### src/rtl/line_pair_sched.sv
// -----------------------------------------------------------------------------
// line_pair_sched
//
// Write-side scheduler for the dual-camera line buffer. Two capture channels
// deliver pixel strobes independently. This block turns them into write
// enables and addresses for the two line buffers. It also publishes per-channel
// write heads that the read address generator gates on.
//
// Once both lines are complete and the reader raises rd_finish, both buffers
// are released together, so the two channels stay line-aligned. If one channel
// finishes and the other stalls for TIMEOUT cycles, the lagging line is padded
// (its head is forced to NUM without writing) and the skew flag is raised.
//
// Ports
//   clk                 sole clock
//   rstn                asynchronous, active-low reset
//   de_1, de_2          pixel valid per channel, one pixel per high cycle
//   vs_1, vs_2          frame sync; a rising edge restarts the frame
//   rd_finish           reader has issued its last address for this line
//   we_1, we_2          registered buffer write enables
//   waddr_1, waddr_2    registered buffer write addresses (always < NUM)
//   head_1, head_2      completed writes this line (0..NUM); NUM = line complete
//   line_cnt            lines released since the last frame start (wraps)
//   ovf                 sticky: a pixel was dropped
//   skew                sticky: a timeout pad occurred
// -----------------------------------------------------------------------------
module line_pair_sched #(
    parameter int NUM     = 1280,
    parameter int TIMEOUT = 4096,
    localparam int W      = $clog2(NUM + 1)
) (
    input  logic         clk,
    input  logic         rstn,
    input  logic         de_1,
    input  logic         de_2,
    input  logic         vs_1,
    input  logic         vs_2,
    input  logic         rd_finish,
    output logic         we_1,
    output logic         we_2,
    output logic [W-1:0] waddr_1,
    output logic [W-1:0] waddr_2,
    output logic [W-1:0] head_1,
    output logic [W-1:0] head_2,
    output logic [15:0]  line_cnt,
    output logic         ovf,
    output logic         skew
);

    // Timer counts 0..TIMEOUT-1, so $clog2(TIMEOUT) bits are enough.
    localparam int TW = (TIMEOUT > 1) ? $clog2(TIMEOUT) : 1;

    localparam logic [W-1:0]  NUM_W = W'(NUM);
    localparam logic [TW-1:0] T_MAX = TW'(TIMEOUT - 1);

    typedef enum logic [1:0] {
        FILL  = 2'd0,
        DRAIN = 2'd1,
        REL   = 2'd2
    } state_e;

    state_e state_q, state_d;

    // Per-channel write counts (next address to write) and published heads.
    logic [W-1:0]  cnt_1_q, cnt_1_d, cnt_2_q, cnt_2_d;
    logic [W-1:0]  head_1_q, head_1_d, head_2_q, head_2_d;
    logic          we_1_q, we_1_d, we_2_q, we_2_d;
    logic [W-1:0]  waddr_1_q, waddr_1_d, waddr_2_q, waddr_2_d;
    logic [TW-1:0] timer_q, timer_d;
    logic [15:0]   line_cnt_q, line_cnt_d;
    logic          ovf_q, ovf_d;
    logic          skew_q, skew_d;

    // Frame-sync edge detection: a sampled copy, its previous value, and a
    // registered detect pulse. The override acts on the cycle after detection.
    logic vs_1_q, vs_1_p_q, vs_2_q, vs_2_p_q;
    logic fs_q;
    logic vs_rise;

    logic full_1, full_2, one_full;
    logic pad;
    logic acc_1, acc_2;

    // -------------------------------------------------------------------------
    // Derived conditions
    // -------------------------------------------------------------------------
    assign full_1   = (head_1_q == NUM_W);
    assign full_2   = (head_2_q == NUM_W);
    assign one_full = full_1 ^ full_2;

    // Pad fires only in FILL with exactly one head complete and the timer
    // expired. A frame-sync override in the same cycle takes precedence.
    assign pad = (state_q == FILL) && !fs_q && one_full && (timer_q == T_MAX);

    // A pixel is accepted only in FILL, outside a frame-sync override or pad
    // cycle, and only while the channel still has room in the line.
    assign acc_1 = (state_q == FILL) && !fs_q && !pad && de_1 && (cnt_1_q != NUM_W);
    assign acc_2 = (state_q == FILL) && !fs_q && !pad && de_2 && (cnt_2_q != NUM_W);

    assign vs_rise = (vs_1_q & ~vs_1_p_q) | (vs_2_q & ~vs_2_p_q);

    // -------------------------------------------------------------------------
    // FSM: state register
    // -------------------------------------------------------------------------
    // NOTE: sequential state is updated with non-blocking assignments so every
    // register samples the pre-edge values of its inputs, independent of the
    // order in which the always blocks are evaluated.
    always_ff @(posedge clk or negedge rstn) begin
        if (!rstn) begin
            state_q <= FILL;
        end else begin
            state_q <= state_d;
        end
    end

    // -------------------------------------------------------------------------
    // FSM: next-state logic
    // -------------------------------------------------------------------------
    // NOTE: every variable driven here gets a default first, so no path leaves
    // it unassigned and no latch is inferred.
    always_comb begin
        state_d = state_q;
        if (fs_q) begin
            state_d = FILL;
        end else begin
            unique case (state_q)
                FILL: begin
                    if (pad || (full_1 && full_2)) begin
                        state_d = DRAIN;
                    end
                end
                DRAIN: begin
                    if (rd_finish) begin
                        state_d = REL;
                    end
                end
                REL: begin
                    state_d = FILL;
                end
                default: begin
                    state_d = FILL;
                end
            endcase
        end
    end

    // -------------------------------------------------------------------------
    // FSM: output / datapath next-state logic
    // -------------------------------------------------------------------------
    always_comb begin
        cnt_1_d    = cnt_1_q;
        cnt_2_d    = cnt_2_q;
        // Heads trail the counts by one cycle, so the reader never addresses
        // a location in the same cycle it is being written.
        head_1_d   = cnt_1_q;
        head_2_d   = cnt_2_q;
        we_1_d     = acc_1;
        we_2_d     = acc_2;
        waddr_1_d  = acc_1 ? cnt_1_q : waddr_1_q;
        waddr_2_d  = acc_2 ? cnt_2_q : waddr_2_q;
        timer_d    = '0;
        line_cnt_d = line_cnt_q;
        ovf_d      = ovf_q;
        skew_d     = skew_q;

        if (fs_q) begin
            // Frame restart: everything line-related goes back to zero. A
            // strobe in this cycle is discarded without being reported.
            cnt_1_d    = '0;
            cnt_2_d    = '0;
            head_1_d   = '0;
            head_2_d   = '0;
            line_cnt_d = '0;
        end else begin
            if (acc_1) begin
                cnt_1_d = cnt_1_q + W'(1);
            end
            if (acc_2) begin
                cnt_2_d = cnt_2_q + W'(1);
            end

            // Any strobe that was not accepted is a dropped pixel.
            if ((de_1 && !acc_1) || (de_2 && !acc_2)) begin
                ovf_d = 1'b1;
            end

            unique case (state_q)
                FILL: begin
                    if (pad) begin
                        // Lagging line is declared complete without writing
                        // the missing addresses.
                        cnt_1_d  = NUM_W;
                        cnt_2_d  = NUM_W;
                        head_1_d = NUM_W;
                        head_2_d = NUM_W;
                        skew_d   = 1'b1;
                    end else if (one_full && !(full_1 ? acc_2 : acc_1)) begin
                        // Leader done, lagging channel idle: keep counting.
                        timer_d = timer_q + TW'(1);
                    end
                end
                DRAIN: begin
                    if (rd_finish) begin
                        // Entering REL: release both buffers for the next line.
                        cnt_1_d    = '0;
                        cnt_2_d    = '0;
                        head_1_d   = '0;
                        head_2_d   = '0;
                        line_cnt_d = line_cnt_q + 16'd1;
                    end
                end
                default: begin
                end
            endcase
        end
    end

    // -------------------------------------------------------------------------
    // Datapath registers
    // -------------------------------------------------------------------------
    always_ff @(posedge clk or negedge rstn) begin
        if (!rstn) begin
            cnt_1_q    <= '0;
            cnt_2_q    <= '0;
            head_1_q   <= '0;
            head_2_q   <= '0;
            we_1_q     <= 1'b0;
            we_2_q     <= 1'b0;
            waddr_1_q  <= '0;
            waddr_2_q  <= '0;
            timer_q    <= '0;
            line_cnt_q <= '0;
            ovf_q      <= 1'b0;
            skew_q     <= 1'b0;
            vs_1_q     <= 1'b0;
            vs_1_p_q   <= 1'b0;
            vs_2_q     <= 1'b0;
            vs_2_p_q   <= 1'b0;
            fs_q       <= 1'b0;
        end else begin
            cnt_1_q    <= cnt_1_d;
            cnt_2_q    <= cnt_2_d;
            head_1_q   <= head_1_d;
            head_2_q   <= head_2_d;
            we_1_q     <= we_1_d;
            we_2_q     <= we_2_d;
            waddr_1_q  <= waddr_1_d;
            waddr_2_q  <= waddr_2_d;
            timer_q    <= timer_d;
            line_cnt_q <= line_cnt_d;
            ovf_q      <= ovf_d;
            skew_q     <= skew_d;
            vs_1_q     <= vs_1;
            vs_1_p_q   <= vs_1_q;
            vs_2_q     <= vs_2;
            vs_2_p_q   <= vs_2_q;
            fs_q       <= vs_rise;
        end
    end

    // -------------------------------------------------------------------------
    // Outputs
    // -------------------------------------------------------------------------
    assign we_1     = we_1_q;
    assign we_2     = we_2_q;
    assign waddr_1  = waddr_1_q;
    assign waddr_2  = waddr_2_q;
    assign head_1   = head_1_q;
    assign head_2   = head_2_q;
    assign line_cnt = line_cnt_q;
    assign ovf      = ovf_q;
    assign skew     = skew_q;

endmodule

### config.mk
export PLATFORM = sky130hd
export DESIGN_NAME = line_pair_sched
export DESIGN_NICKNAME = d
export VERILOG_FILES = /design/src/rtl/line_pair_sched.sv
export SDC_FILE = /design/constraint.sdc
export NUM_CORES = 1
export LEC_CHECK = 0
export CORE_MARGIN = 2
export CORE_UTILIZATION = 45
export DETAILED_ROUTE_END_ITERATION = 10
export PLACE_DENSITY = 0.68
export SYNTH_ARGS = -nofsm -noshare
export SYNTH_HDL_FRONTEND = slang
export SYNTH_SLANG_ARGS = --single-unit
### constraint.sdc
create_clock -name clk -period 7.15 [get_ports clk]
set_input_delay 0.715 -clock clk [delete_from_list [all_inputs] [get_ports clk]]
set_output_delay 0.715 -clock clk [all_outputs]
set_load 0.01 [all_outputs]
==> results of run 1 <==
-- critical path, stage by stage (launching register included) --
cell and delay [ns]:
dfrtp_1 0.40, nor4_1 0.41, nand2_1 0.10, nor4b_1 0.38
ha_1 0.33, nand2_1 0.20, o41a_1 0.44, nand2_1 0.57
mux2i_2 0.90, nor3_1 0.14
-- power groups by stage --
stage                     combinational, mW  sequential [mW]  clock (mW)
final                                0.0751            0.615       0.392
after global placement               0.0755            0.626           0
after detailed placement             0.0766            0.626           0
after floorplan                      0.0396            0.626           0
after global routing                 0.0842            0.616       0.425
after CTS                            0.0774            0.615       0.402
-- layer usage --
| metal | up-vias | global-route usage, % |
|---|---|---|
| li1 | 1571 | - |
| met4 | 0 | 5.92 |
| met2 | 50 | 28.8 |
| met1 | 1608 | 24.9 |
| met3 | 12 | 3.96 |
| met5 | - | 0 |
-- cells in the final DEF, fill, tap and decap left out, types with 10 or more instances in the layout --
cell	Yosys	layout
nor3_2	10	10
xor2_1	18	18
and2_1	13	13
nand4_1	12	12
inv_1	13	13
clkdlybuf4s50_1	0	69
nor2_1	44	44
nand3_1	17	17
nand2_1	46	46
a21oi_1	13	13
dfrtp_1	105	105
xnor2_1	18	18
-- final cells by class --
| class | count | share of cell area (%) |
|---|---|---|
| sequential | 105 | 46.7 |
| timing repair buffer | 71 | 12.5 |
| multi-input combinational | 285 | 33.1 |
| clock inverter | 5 | 1.44 |
| clock buffer | 10 | 2.27 |
| tap | 136 | 3.02 |
| inverter | 14 | 0.933 |
-- how the worst max path moves through the flow --
stage | end | cells after the start
floorplan | cnt_1_q[3] | 10
CTS | timer_q[11] | 9
detailed placement | timer_q[11] | 9
finish | timer_q[11] | 9
global placement | timer_q[11] | 9
global route | timer_q[1] | 9
-- stage by stage --
stage	utilization, %	cells
detailed placement	53.2	611
floorplan	-	419
global route	55.3	626
finish	55.3	626
CTS	55.3	626
global placement	53.2	611
-- registers in the layout (all words and copies together) (netlist names), 11 cells and up --
signal,count
timer_q,12
cnt_1_q,11
head_1,11
waddr_2,11
line_cnt,16
waddr_1,11
cnt_2_q,11
head_2,11
-- cells by family after synthesis --
kind of cell    synth area share, %
buf+inv                        3.10
flops                          56.7
xor+xnor                       6.80
mux                            2.64
simple gates                   23.3
fa+ha+maj                      1.89
compound gates                 5.59
==> results_dict.tcl, run 1 <==
set metrics [dict create \
    status "finished, final reports clean" \
    grt_remaining_overflow 0 \
    peakVddDrop_uv 105 \
    route.met3.wl_um 351 \
    pin_count 71 \
    dieHeight_um 106 \
    min_path_type "in -> async" \
    fin_area_um2 5630 \
    netlist_instances 419 \
    tightest_slew_ns 1.03 \
    std_cell_rows 37 \
    synth-seq-area-share_pct 56.7 \
    core_area_um2 10200 \
    highest_layer "met4" \
    dp_slack_ns 3.08 \
    r2r-end "timer_q[11]" \
    yosysWarnings 0 \
    dr.pass1.iters 4 \
    r2r-start "head_2[1]" \
    hold_ws_ns 0.221 \
    clkLatencyLatePin_ns 0.37 \
    cts-hold-fix-buffers 0 \
    total_power_mw 1.08 \
    ys_ff_latch 105 \
    cp-end-kind "flop" \
    layout_setup_ws_ns 3.14 \
    die_area_um2 11100 \
    syn_nets 433 \
    hold_violations 0 \
    cts_resized 0 \
    drive_above_1_share_pct 7.76 \
    worstSetupPathType "reg -> reg" \
    hpwlAfterDp_um 6660 \
    numCtsBuffers 9 \
    grt_pass1_vias 3187 \
    worstPathRequired_ns 7.36 \
    dpl_cell_area_um2 5420 \
    seqPwrFrac_pct 56.8 \
    synth_top_area_share_pct 56.7 \
    worstSetupStartpoint "head_2[1]" \
    dr_wl_met2_um 4600 \
    m1WireLength_um 4470 \
    comb_power_share_pct 6.9 \
    synth_cell_type_count 52 \
    cts_buffer_depth 2 \
    drv_cap 0 \
    synth_top_area_cell "dfrtp_1" \
    cts_max_level 3 \
    async_flop_share_pct 100 \
    grt_pass1_wl_um 16000 \
    cts-root-buf "clkbuf_8" \
    port_buffers 70 \
    arrival_ns 4.22 \
    ys.flop_type "dfrtp_1" \
    drtIter0Drc 125 \
    die_w_um 106 \
    synth_edf_count 0 \
    synthTopCellsByArea "dfrtp_1 (57%), nand2_1 (3.7%), nor2_1 (3.6%), xnor2_1 (3.4%), xor2_1 (3.4%)" \
    post-cts-setup-buffers 0 \
    n_fill_cell 898 \
    cp_max_fo 20 \
    syn-cell-area_um2 4640 \
    gp_congestion 0.770 \
    antenna_found_initial 0 \
    p_sw_uw 254 \
    area_growth_pct 21.4 \
    synth_commonest_cells "dfrtp_1 (105), nand2_1 (46), nor2_1 (44)" \
    cts.sinks 105 \
    drc_errors 0 \
    p_int_uw 827 \
    cts.clk_slew.worst_paths_ns 0.09 \
    initial_utilization_pct 45.5 \
    start_kind "flop" \
    reg2reg_slack_ns 3.14 \
    n_antenna_cell 0 \
    fin_crit_ns 4.01 \
    r2r_cells 9 \
    timing.fmax_ghz 0.249 \
    syn_avg_cell_area_um2 11.1 \
    wirelength_um 9560 \
    setup_tns_ns 0 \
    slew_violations 0 \
    viasPerCell 5.18 \
    min_period_over_period_pct 56.1 \
    cts_tree "yes" \
    seq_area_um2 2630 \
    setup_viol_count_final 0 \
    grt_max_degree 84 \
    finClkSkew_ns 0.00972 \
    ant_nets 0 \
    wl_per_cell_um 15.3 \
    power.leakage_nw 2.47 \
    pwr-share-clk_pct 36.2 \
    layout.nets 500 \
    grt_usage_pct 18.1 \
    slew-limit-headroom_pct 31.1 \
    rsz0062_at_grt "false" \
    multiInputGateArea_um2 1870 \
    powerDensity_nw_per_um2 192 \
    switching_share_pct 23.5 \
    yosysMostFrequentCell "dfrtp_1" \
    vias 3241 \
]
Power figures use the tool's default switching activity.
==> run 2: changes to the inputs <==
==> constraint.sdc (replaced) <==
create_clock -name clk -period 4 [get_ports clk]
set_input_delay 0.4 -clock clk [delete_from_list [all_inputs] [get_ports clk]]
set_output_delay 0.4 -clock clk [all_outputs]
set_load 0.01 [all_outputs]
==> results_dict.tcl, run 2 (same netlist as run 1, synthesis figures left out) <==
set metrics [dict create \
    status "finished, final reports clean" \
    fin_util_pct 55.6 \
    layout_commonest_cell "dfrtp_1" \
    worstPathRequired_ns 4.23 \
    arrival_ns 3.93 \
    area_growth_pct 22.0 \
    fin_crit_ns 3.70 \
    grt_pass1_wl_um 16600 \
    cts_resized 0 \
    drtIter0Drc 224 \
    setup_tns_ns 0 \
    cts_max_level 3 \
    pin_count 71 \
    slew-limit-headroom_pct 52.8 \
    clkLatencyLatePin_ns 0.37 \
    cp_num_buf_inv 1 \
    min_path_type "in -> async" \
    n_antenna_cell 0 \
    rsz0062_at_grt "false" \
    crit_family "simple AND/OR/NAND/NOR gates" \
    cts.sinks 105 \
    most-common-layout-cells "dfrtp_1 (105), clkdlybuf4s50_1 (69), nand2_1 (46), nor2_1 (44)" \
    crit_slowest_cell "nor4_1" \
    drc_errors 0 \
    max_stage_delay_ns 0.52 \
    antenna_found_initial 0 \
    peakVddDrop_uv 181 \
    port_buffers 70 \
    hold_violations 0 \
    timing.fmax_ghz 0.271 \
    min_period_over_period_pct 92.4 \
    wirelength_um 9890 \
    cts_tree "yes" \
    power.leakage_nw 2.49 \
    ant_nets 0 \
    tightest_slew_ns 0.705 \
    cts_buffer_depth 2 \
    post-cts-setup-buffers 0 \
    cp-end-kind "flop" \
    grt_usage_pct 18.8 \
    viasPerCell 5.24 \
    path_cells "nor4_1 > nand2_1 > nor4b_2 > ha_1 > nand2_1 > o41a_1 > nand2_1 > mux2i_2 > buf_4 > nor3_1" \
    initial_utilization_pct 45.5 \
    std_cell_rows 37 \
    reg2reg_slack_ns 0.30 \
    die_area_um2 11100 \
    cp_max_fo 13 \
    cpMostUsedCell "nand2_1" \
    wl_per_cell_um 15.6 \
    core_area_um2 10200 \
    vias 3314 \
    worstSetupPathType "reg -> reg" \
    drv_cap 0 \
    drive_above_1_share_pct 9.05 \
    die_w_um 106 \
    grt_max_degree 54 \
    largest_register_ffs 16 \
    setup_viol_count_final 0 \
    gp_congestion 0.793 \
    finClkSkew_ns 0.00720 \
    hpwlAfterDp_um 7020 \
    numCtsBuffers 9 \
    dr.pass1.iters 4 \
    layout.nets 506 \
    cts-root-buf "clkbuf_8" \
    r2r-start "head_1[1]" \
    grt_remaining_overflow 0 \
    cts.clk_slew.worst_paths_ns 0.10 \
    worstSetupStartpoint "head_1[1]" \
    start_kind "flop" \
    dieHeight_um 106 \
    grt_pass1_vias 3321 \
    powerDensity_nw_per_um2 331 \
    slew_violations 0 \
    cts-hold-fix-buffers 0 \
]
==> run 2: cell count changes in the layout (fill, tap and decap cells not counted), sizes merged <==
cell	delta
clkinv	-1
clkbuf	+3
clkinvlp	+1
buf	+6
bufinv	-2
==> run 2: worst paths after layout <==
kind,to,cells past startpoint
max,timer_q[11],10
min,head_1[7],2
max reg2reg,timer_q[11],10
min reg2reg,vs_1_p_q,0
max in group asynchronous,cnt_2_q[7],2
min in group clk,vs_1_p_q,0
==> run 2: report_power, final <==
part	total [mW]	leakage [nW]	switching (mW)	internal, mW
clock	0.634	0.0919	0.355	0.279
sequential	1.09	1.44	0.0131	1.08
combinational	0.146	0.958	0.0919	0.0544
total	1.87	2.49	0.460	1.41
==> run 2: metal layers <==
layer  global-route usage (%)  share of wire, %  up-vias
met3                     4.33               4.0       12
met1                     24.6                45     1660
met2                     31.0                49       60
met4                     6.58               1.5        0
met5                        0                 0        -
li1                         -                 -     1582
==> run 2: per-stage QoR <==
step | hold slack (ns) | power [mW] | setup slack, ns | cell area, um2 | std cells
6_report | 0.146 | 1.87 | 0.304 | 5660 | 633
5_1_grt | 0.184 | 1.96 | 0.0868 | 5660 | 633
4_1_cts | 0.165 | 1.90 | 0.308 | 5660 | 633
3_5_place_dp | 0.364 | 1.26 | 0.332 | 5470 | 617
3_3_place_gp | 0.365 | 1.26 | 0.421 | 5470 | 617
2_1_floorplan | 0.104 | 1.19 | 1.45 | 4640 | 419
==> run 2: layout make-up <==
type	count	area, um2
Clock buffer	13	169
Inverter	14	52.6
Timing Repair Buffer	77	751
Sequential cell	105	2630
Fill cell	923	4530
Tap cell	136	170
Multi-Input combinational cell	285	1870
Clock inverter	3	23.8
==> run 3: changes to the inputs <==
--- a/config.mk
+++ b/config.mk
@@ -8,6 +8,7 @@
 export CORE_MARGIN = 2
 export CORE_UTILIZATION = 45
 export DETAILED_ROUTE_END_ITERATION = 10
+export GPL_TIMING_DRIVEN = 0
 export PLACE_DENSITY = 0.68
 export SYNTH_ARGS = -nofsm -noshare
 export SYNTH_HDL_FRONTEND = slang
==> constraint.sdc (replaced) <==
create_clock -name clk -period 4.64 [get_ports clk]
set_input_delay 0.464 -clock clk [delete_from_list [all_inputs] [get_ports clk]]
set_output_delay 0.464 -clock clk [all_outputs]
set_load 0.01 [all_outputs]
==> results_dict.tcl, run 3 (same netlist as run 1, synthesis figures left out) <==
set metrics [dict create \
    min_path_type "in -> async" \
    ant_nets 0 \
    layout_commonest_cell "dfrtp_1" \
    slew_violations 0 \
    std_cell_rows 37 \
    cts_tree "yes" \
    drv_cap 0 \
    gp_congestion 0.787 \
    cts_buffer_depth 2 \
    layout.nets 515 \
    max_stage_delay_ns 0.48 \
    power.leakage_nw 2.53 \
    cts-hold-fix-buffers 0 \
    n_antenna_cell 0 \
    dr.pass1.iters 4 \
    finClkSkew_ns 0.0158 \
    peakVddDrop_uv 191 \
    crit_family "simple AND/OR/NAND/NOR gates" \
    cts_resized 0 \
    drive_above_1_share_pct 9.68 \
    die_w_um 106 \
    wirelength_um 9550 \
    status "finished, final reports clean" \
    setup_viol_count_final 0 \
    fin_area_um2 5720 \
    comb_power_share_pct 8.1 \
    cp_max_fo 10 \
    path_cells "nor4_1 > nand2_1 > nor4b_2 > ha_1 > nand2_1 > nor4_4 > a21oi_1 > clkbuf_1 > o211ai_1 > o31ai_1" \
    seqPwrFrac_pct 58.3 \
    grt_pass1_wl_um 16700 \
    powerDensity_nw_per_um2 283 \
    clkLatencyLatePin_ns 0.37 \
    hold_ws_ns 0.0390 \
    rsz0062_at_grt "false" \
    viasPerCell 5.25 \
    cts_max_level 3 \
    drtIter0Drc 118 \
    total_power_mw 1.62 \
    vias 3373 \
    start_kind "flop" \
    grt_usage_pct 18.8 \
    wl_per_cell_um 14.9 \
    p_int_mw 1.20 \
    numCtsBuffers 9 \
    initial_utilization_pct 45.5 \
    cp_num_buf_inv 1 \
    drc_errors 0 \
    die_area_um2 11100 \
    worstPathRequired_ns 4.93 \
    antenna_found_initial 0 \
    cts.clk_slew.worst_paths_ns 0.11 \
    cts.sinks 105 \
    cp-end-kind "flop" \
    worstSetupPathType "reg -> reg" \
    p_sw_uw 419 \
    cpMostUsedCell "nand2_1" \
    hold_violations 0 \
    fin_crit_ns 3.22 \
    most-common-layout-cells "dfrtp_1 (105), clkdlybuf4s50_1 (69), nand2_1 (46), nor2_1 (44)" \
    slew-limit-headroom_pct 47.8 \
    grt_remaining_overflow 0 \
    switching_share_pct 25.9 \
    dpl_cell_area_um2 5530 \
    cts-root-buf "clkbuf_8" \
    port_buffers 70 \
    arrival_ns 3.51 \
    grt_max_degree 74 \
    area_growth_pct 23.3 \
    pin_count 71 \
    post-cts-setup-buffers 0 \
    dieHeight_um 106 \
    hpwlAfterDp_um 6780 \
    crit_slowest_cell "nor4_1" \
    largest_register_ffs 16 \
    timing.fmax_ghz 0.311 \
    tightest_slew_ns 0.775 \
    grt_pass1_vias 3355 \
    core_area_um2 10200 \
    pwr-share-clk_pct 33.6 \
    min_period_over_period_pct 69.3 \
]
## run 3: cell count changes in the layout (fill, tap and decap cells not counted)
cell,change
buf_16,+1
buf_2,+4
buf_4,-5
buf_6,+3
clkbuf_1,+5
clkbuf_8,-2
clkinv_2,+2
clkinv_4,-1
clkinvlp_4,-2
inv_6,+3
inv_8,+1
## run 3: final timing paths
path                                 from    endpoint  slack [ns]  cells past startpoint
worst min register to register     vs_2_q    vs_2_p_q        0.39                      0
min in group clk                   vs_2_q    vs_2_p_q        0.39                      0
worst max register to register  head_1[1]  cnt_1_q[2]        1.42                     10
worst max-delay path            head_1[1]  cnt_1_q[2]        1.42                     10
worst min-delay path                 rstn      vs_1_q        0.04                      1
max in group asynchronous            rstn  cnt_1_q[6]        3.91                      2
## run 3: layout make-up
type                            count  area [um2]
Fill cell                         897        4470
Sequential cell                   105        2630
Inverter                           14        52.6
Clock buffer                       10         138
Tap cell                          136         170
Multi-Input combinational cell    285        1870
Timing Repair Buffer               71         726
Buffer                             15        91.3
Clock inverter                      6        47.5
## run 3: worst register-to-register path: stages (launching register included)
cell and delay, ns:
dfrtp_1 0.41, nor4_1 0.48, nand2_1 0.15, nor4b_2 0.42, ha_1 0.33, nand2_1 0.21, nor4_4 0.09, a21oi_1 0.36
clkbuf_1 0.43, o211ai_1 0.17, o31ai_1 0.09
## run 3: power by group through the flow
| stage | Combinational (mW) | Clock (mW) | Sequential (mW) |
|---|---|---|---|
| final | 0.131 | 0.544 | 0.944 |
| after global routing | 0.148 | 0.601 | 0.946 |
| after CTS | 0.135 | 0.563 | 0.944 |
| after detailed placement | 0.134 | 0 | 0.961 |
| after global placement | 0.131 | 0 | 0.962 |
| after floorplan | 0.0610 | 0 | 0.964 |
## run 3: through the flow
step / setup TNS (ns) / setup WS, ns / util (%) / instances
CTS: 0 / 1.37 / 56.1 / 642
global route: 0 / 1.15 / 56.1 / 642
detailed placement: 0 / 1.41 / 54.3 / 626
global placement: -90.95 / -0.873 / 54.1 / 625
floorplan: 0 / 2.09 / - / 419
finish: 0 / 1.42 / 56.1 / 642
## run 3: routing by layer
layer  wire length (um)  track usage (%)
met4                128             4.61
met5                  0                0
met1               4440             26.1
met3                366             4.95
met2               4620             29.8
==> variant 1 (config.mk and constraints of run 3) <==
The 3 states of `state_e` get a one-hot encoding in 3 bits.
--- a/src/rtl/line_pair_sched.sv
+++ b/src/rtl/line_pair_sched.sv
@@ -55,6 +55,6 @@
 
-    typedef enum logic [1:0] {
-        FILL  = 2'd0,
-        DRAIN = 2'd1,
-        REL   = 2'd2
+    typedef enum logic [2:0] {
+        FILL  = 3'b001,
+        DRAIN = 3'b010,
+        REL   = 3'b100
     } state_e;
Formal check against the unedited RTL: no difference found for any inputs over 10 cycles, from zero or initial values and one cycle with rstn low; not proved beyond that.
==> variant 1 against run 3 <==
Non-clock buffer count increased by 1. Wire length increased by 0.18%. Count of clock-buffer cells in the layout unchanged. Sequential share of layout area increased by 0.31 points. Sequential cell count increased by 1. Largest cell class unchanged. Critical path type unchanged. Cell count increased by 1.6%. Critical endpoint is now cnt_2_q[6]$_DFF_PN0_. Worst setup slack got worse by 5.2 ps. Design area increased by 0.33%. Area after synthesis increased by 0.40%. Worst hold slack improved by 53 ps. Synthesized cell count increased by 2.4%. Die area increased by 0.39%.
Power is not compared: it rests on default switching activity, and its combinational part moved more than twofold at a synthesized area within 25%.
==> variant 1: results (changes against run 3) <==
status finished clean (unchanged); Post-Syn Nets 443 (was 433); post-cts resize count 0 (unchanged); WL per Instance 14.68 um (was 14.88 um); Post-CTS Setup Bufs 0 (unchanged); crit-path max FO 10 (unchanged); post-synthesis xor/xnor area fraction 6.208% (was 6.800%); RD Place Congestion 0.8118 (was 0.7866); Adder-Cell Fraction of Synth Area 1.881% (was 1.889%); clk slew on worst S/H paths 110 ps (about the same); Commonest cells post-synth dfrtp_1 (105), nand2_1 (58), nor2_1 (37) (was dfrtp_1 (105), nand2_1 (46), nor2_1 (44)); Area contributors post-synth dfrtp_1 (56%), nand2_1 (4.7%), xnor2_1 (3.8%), nor2_1 (3.0%), xor2_1 (2.4%) (was dfrtp_1 (57%), nand2_1 (3.7%), nor2_1 (3.6%), xnor2_1 (3.4%), xor2_1 (3.4%)); met1 Usage GRT 26.98% (was 26.12%); fillers 905 (was 897); Arrival @ worst endpoint 3470 ps (was 3510 ps); Critical-path top delay cell nor4_2 (was nor4_1); Crit path largest cell delay 570 ps (was 480 ps); Setup CP Type register to register (unchanged); TritonCTS Buffers 9 (unchanged); Port Buf Inserts 70 (unchanged); GRT Overall Usage 18.44% (was 18.82%); maxcap violations 0 (unchanged); max reg flops 16 (unchanged); GR Util met2 27.70% (was 29.77%); first-pass GRT wire length 16.48 mm (was 16.70 mm); yosys warns 0 (unchanged); crit path capture cnt_2_q[6]$_DFF_PN0_ (was cnt_1_q[2]$_DFF_PN0_); skew final 11.73 ps (was 15.76 ps); Worst-Skew Late Latency 360 ps; largest net degree at the start of global routing 61 (was 74); met3 usage 3.525% (was 4.947%); critical path's top delay family simple AND/OR/NAND/NOR gates (unchanged); Main synth FF type dfrtp_1 (unchanged); Max IR drop VDD approximately 160 uV; post-synthesis sequential area ratio 57.00% (was 56.66%); DR pass1 iterations 5 (was 4); mux cell area share after synthesis 4.703% (was 2.644%); R2R Path Start head_2[2]$_DFF_PN0_ (was head_1[1]$_DFF_PN0_); root buffer cell clkbuf_8 (unchanged); FF-to-FF path depth 10 (unchanged); total number of vias 3377 (was 3373); DRT antenna net count 0 (unchanged); Max-slew headroom 50.22% (was 47.77%); Nets 525 (was 515); final worst setup slack 1419 ps (was 1424 ps); H-tree levels 3 (unchanged); ANT cells 0 (unchanged); hpwl dp 6.901 mm (was 6.778 mm); Compound-Gate Fraction of Synth Area 4.381% (was 5.586%); initial detailed-routing violation count 165 (was 118); count of different cell masters after synthesis 49 (was 52); share of layout cells above drive strength 1 8.527% (was 9.684%); Async S/R FF share, synth 100.0% (unchanged)
[variant 1: changes by cell type in the layout (fill, tap and decap cells not counted), moves of 7 or more]
cell / change
nor2_1: -7
nand2_1: +12
nor3_2: -10
mux2_1: -7
nor3_1: +12
o21ai_1: -9
[variant 1: final cells by class]
type / count / area, um2 / area share, %
Sequential cell: 106 / 2654 / 46.26
Multi-Input combinational cell: 290 / 1841 / 32.08
Timing Repair Buffer: 71 / 725.7 / 12.65
Tap cell: 136 / 170.2 / 2.966
Clock buffer: 10 / 137.6 / 2.399
Buffer: 16 / 97.59 / 1.701
Inverter: 17 / 63.81 / 1.112
Clock inverter: 6 / 47.55 / 0.8288
[variant 1: where the power goes]
group / switching (W) / internal [W]
Combinational: 0.000182 / 0.000136
Sequential: 0.0000374 / 0.000968
Clock: 0.000320 / 0.000216
Total: 0.000539 / 0.00132
[variant 1: through the flow]
stage	hold WS, ps	area (um2)	util, %	total power [W]	std cells
final	91.95	5737	56.33	0.001859	652
after CTS	101.9	5737	56.33	0.001882	652
after global placement	360.8	5527	54.26	0.001339	635
after global routing	112.5	5737	56.33	0.001960	652
after detailed placement	366.2	5552	54.51	0.001346	636
after floorplan	168.4	4656	-	0.001216	429
[variant 1: metal layers]
metal	part of all wire, %	vias up	wire, um
met1	49	1637	4668
met3	5.2	4	495
met2	45	85	4342
li1	-	1651	-
met4	0.67	0	64
met5	0	-	0
[variant 1: cell families after synthesis]
group	Yosys count
flip-flops	106
adder cells (fa/ha/maj)	7
AO/OA/AOI/OAI	33
multiplexers	17
XOR/XNOR	33
buffers and inverters	33
AND/OR/NAND/NOR	200
[variant 1: worst register-to-register path, delay by kind of cell (launching register included)]
family                   cells  cell delay, ps
AND/OR/NAND/NOR              8            2210
flip-flops                   1             400
buffers and inverters        1             300
adder cells (fa/ha/maj)      1             190
==> variant 2 (flow settings as in run 3) <==
Made on the original files. Set the parameter `NUM` to 2560 (it was 1280).
--- a/src/rtl/line_pair_sched.sv
+++ b/src/rtl/line_pair_sched.sv
@@ -27,3 +27,3 @@
 module line_pair_sched #(
-    parameter int NUM     = 1280,
+    parameter int NUM     = 2560,
     parameter int TIMEOUT = 4096,
Ports: changed (resized head_1, head_2, waddr_1 and waddr_2); port bits go from 71 to 75. The function was not compared with the original's and may differ.
==> variant 2 against run 3 <==
Via count up 5.0%. Design area up 6.6%. Sequential cell count up 6. Fmax up 9.7%. Synthesized cell count up 4.3%. Wire length up 9.0%. Total power up 16%. Area after synthesis up 5.9%. Worst setup slack better by 280 ps. Sequential share of layout area down 0.39 points. Critical endpoint is now cnt_2_q[8]$_DFF_PN0_. Largest cell class unchanged.
==> variant 2: results (changes against run 3) <==
worst-case hold slack 183.0 ps (was 39.02 ps); Compound-Gate Fraction of Synth Area 3.466% (was 5.586%); total number of vias 3543 (was 3373); P_leak 2.811 nW (was 2.529 nW); R2R Path Start head_1[6]$_DFF_PN0_ (was head_1[1]$_DFF_PN0_); RD Place Congestion 0.8099 (was 0.7866); largest net degree at the start of global routing 68 (was 74); average cell area after synthesis 11.24 um2 (was 11.07 um2); Port Buf Inserts 74 (was 70); Adder-Cell Fraction of Synth Area 1.784% (was 1.889%); GRT Overall Usage 19.14% (was 18.82%); Commonest cells post-synth dfrtp_1 (111), nor2_1 (50), nand2_1 (35) (was dfrtp_1 (105), nand2_1 (46), nor2_1 (44)); Max IR drop VDD 181.8 uV (was 191.5 uV); Slew @ Worst Pin 826.3 ps (was 775.0 ps); Placed Cells 652 (was 626); status finished clean (unchanged); FF-to-FF path depth 9 (was 10); Routed WL 10.42 mm (was 9.553 mm); post-synthesis xor/xnor area fraction 5.708% (was 6.800%); count of different cell masters after synthesis 48 (was 52); skew final 10.29 ps (was 15.76 ps); share of layout cells above drive strength 1 11.01% (was 9.684%); Crit path largest cell delay 530 ps (was 480 ps); WL per Instance 15.62 um (was 14.88 um); first-pass GRT wire length 17.39 mm (was 16.70 mm)
-- variant 2: power by group --
| group | internal [W] | switching (W) |
|---|---|---|
| clock | 0.000386 | 0.000315 |
| sequential | 0.000994 | 0.0000240 |
| combinational | 0.0000757 | 0.0000887 |
| total | 0.00146 | 0.000428 |
-- variant 2: cells by family after synthesis --
kind of cell	Yosys count
AND/OR/NAND/NOR	190
multiplexers	36
XOR/XNOR	32
adder cells (fa/ha/maj)	7
AO/OA/AOI/OAI	25
flip-flops	111
buffers and inverters	36
-- variant 2: routing by layer --
metal  vias up  global-route usage (%)  share of wire [%]
li1       1672                       -                  -
met1      1776                   27.50                 48
met2        85                   29.46                 46
met3        10                   2.893                4.2
met4         0                   7.143                1.5
met5         -                       0                  0
-- variant 2: worst max path at each step --
stage                         from                      to  slack (ps)  cells after the start
2_1_floorplan  head_1[6]$_DFF_PN0_  waddr_1[8]$_DFFE_PN0P_        2320                      8
3_3_place_gp                  rstn    timer_q[0]$_DFF_PN0_       -1040                      1
3_5_place_dp   head_1[6]$_DFF_PN0_    cnt_2_q[8]$_DFF_PN0_        1600                      9
4_1_cts        head_1[6]$_DFF_PN0_    cnt_2_q[8]$_DFF_PN0_        1580                      9
5_1_grt        head_1[6]$_DFF_PN0_    cnt_2_q[8]$_DFF_PN0_        1430                      9
6_report       head_1[6]$_DFF_PN0_    cnt_2_q[8]$_DFF_PN0_        1710                      9
-- variant 2: layout make-up --
class	instances	area (um2)	area share, %
multi-input combinational	290	1964	32.22
buffer	17	96.34	1.580
inverter	19	71.32	1.170
clock buffer	12	155.1	2.545
clock inverter	3	90.09	1.478
sequential	111	2778	45.57
tap	140	175.2	2.874
timing repair buffer	75	765.7	12.56
-- variant 2: per-stage QoR --
| step | setup WS (ps) | utilization (%) | area, um2 | power (W) | TNS, ps |
|---|---|---|---|---|---|
| 6_report | 1708 | 56.73 | 6096 | 0.001883 | 0 |
| 5_1_grt | 1432 | 56.73 | 6096 | 0.001958 | 0 |
| 4_1_cts | 1580 | 56.73 | 6096 | 0.001897 | 0 |
| 3_5_place_dp | 1604 | 54.45 | 5851 | 0.001204 | 0 |
| 3_3_place_gp | -1043 | 54.22 | 5826 | 0.001199 | -114910 |
| 2_1_floorplan | 2322 | - | 4910 | 0.001113 | 0 |
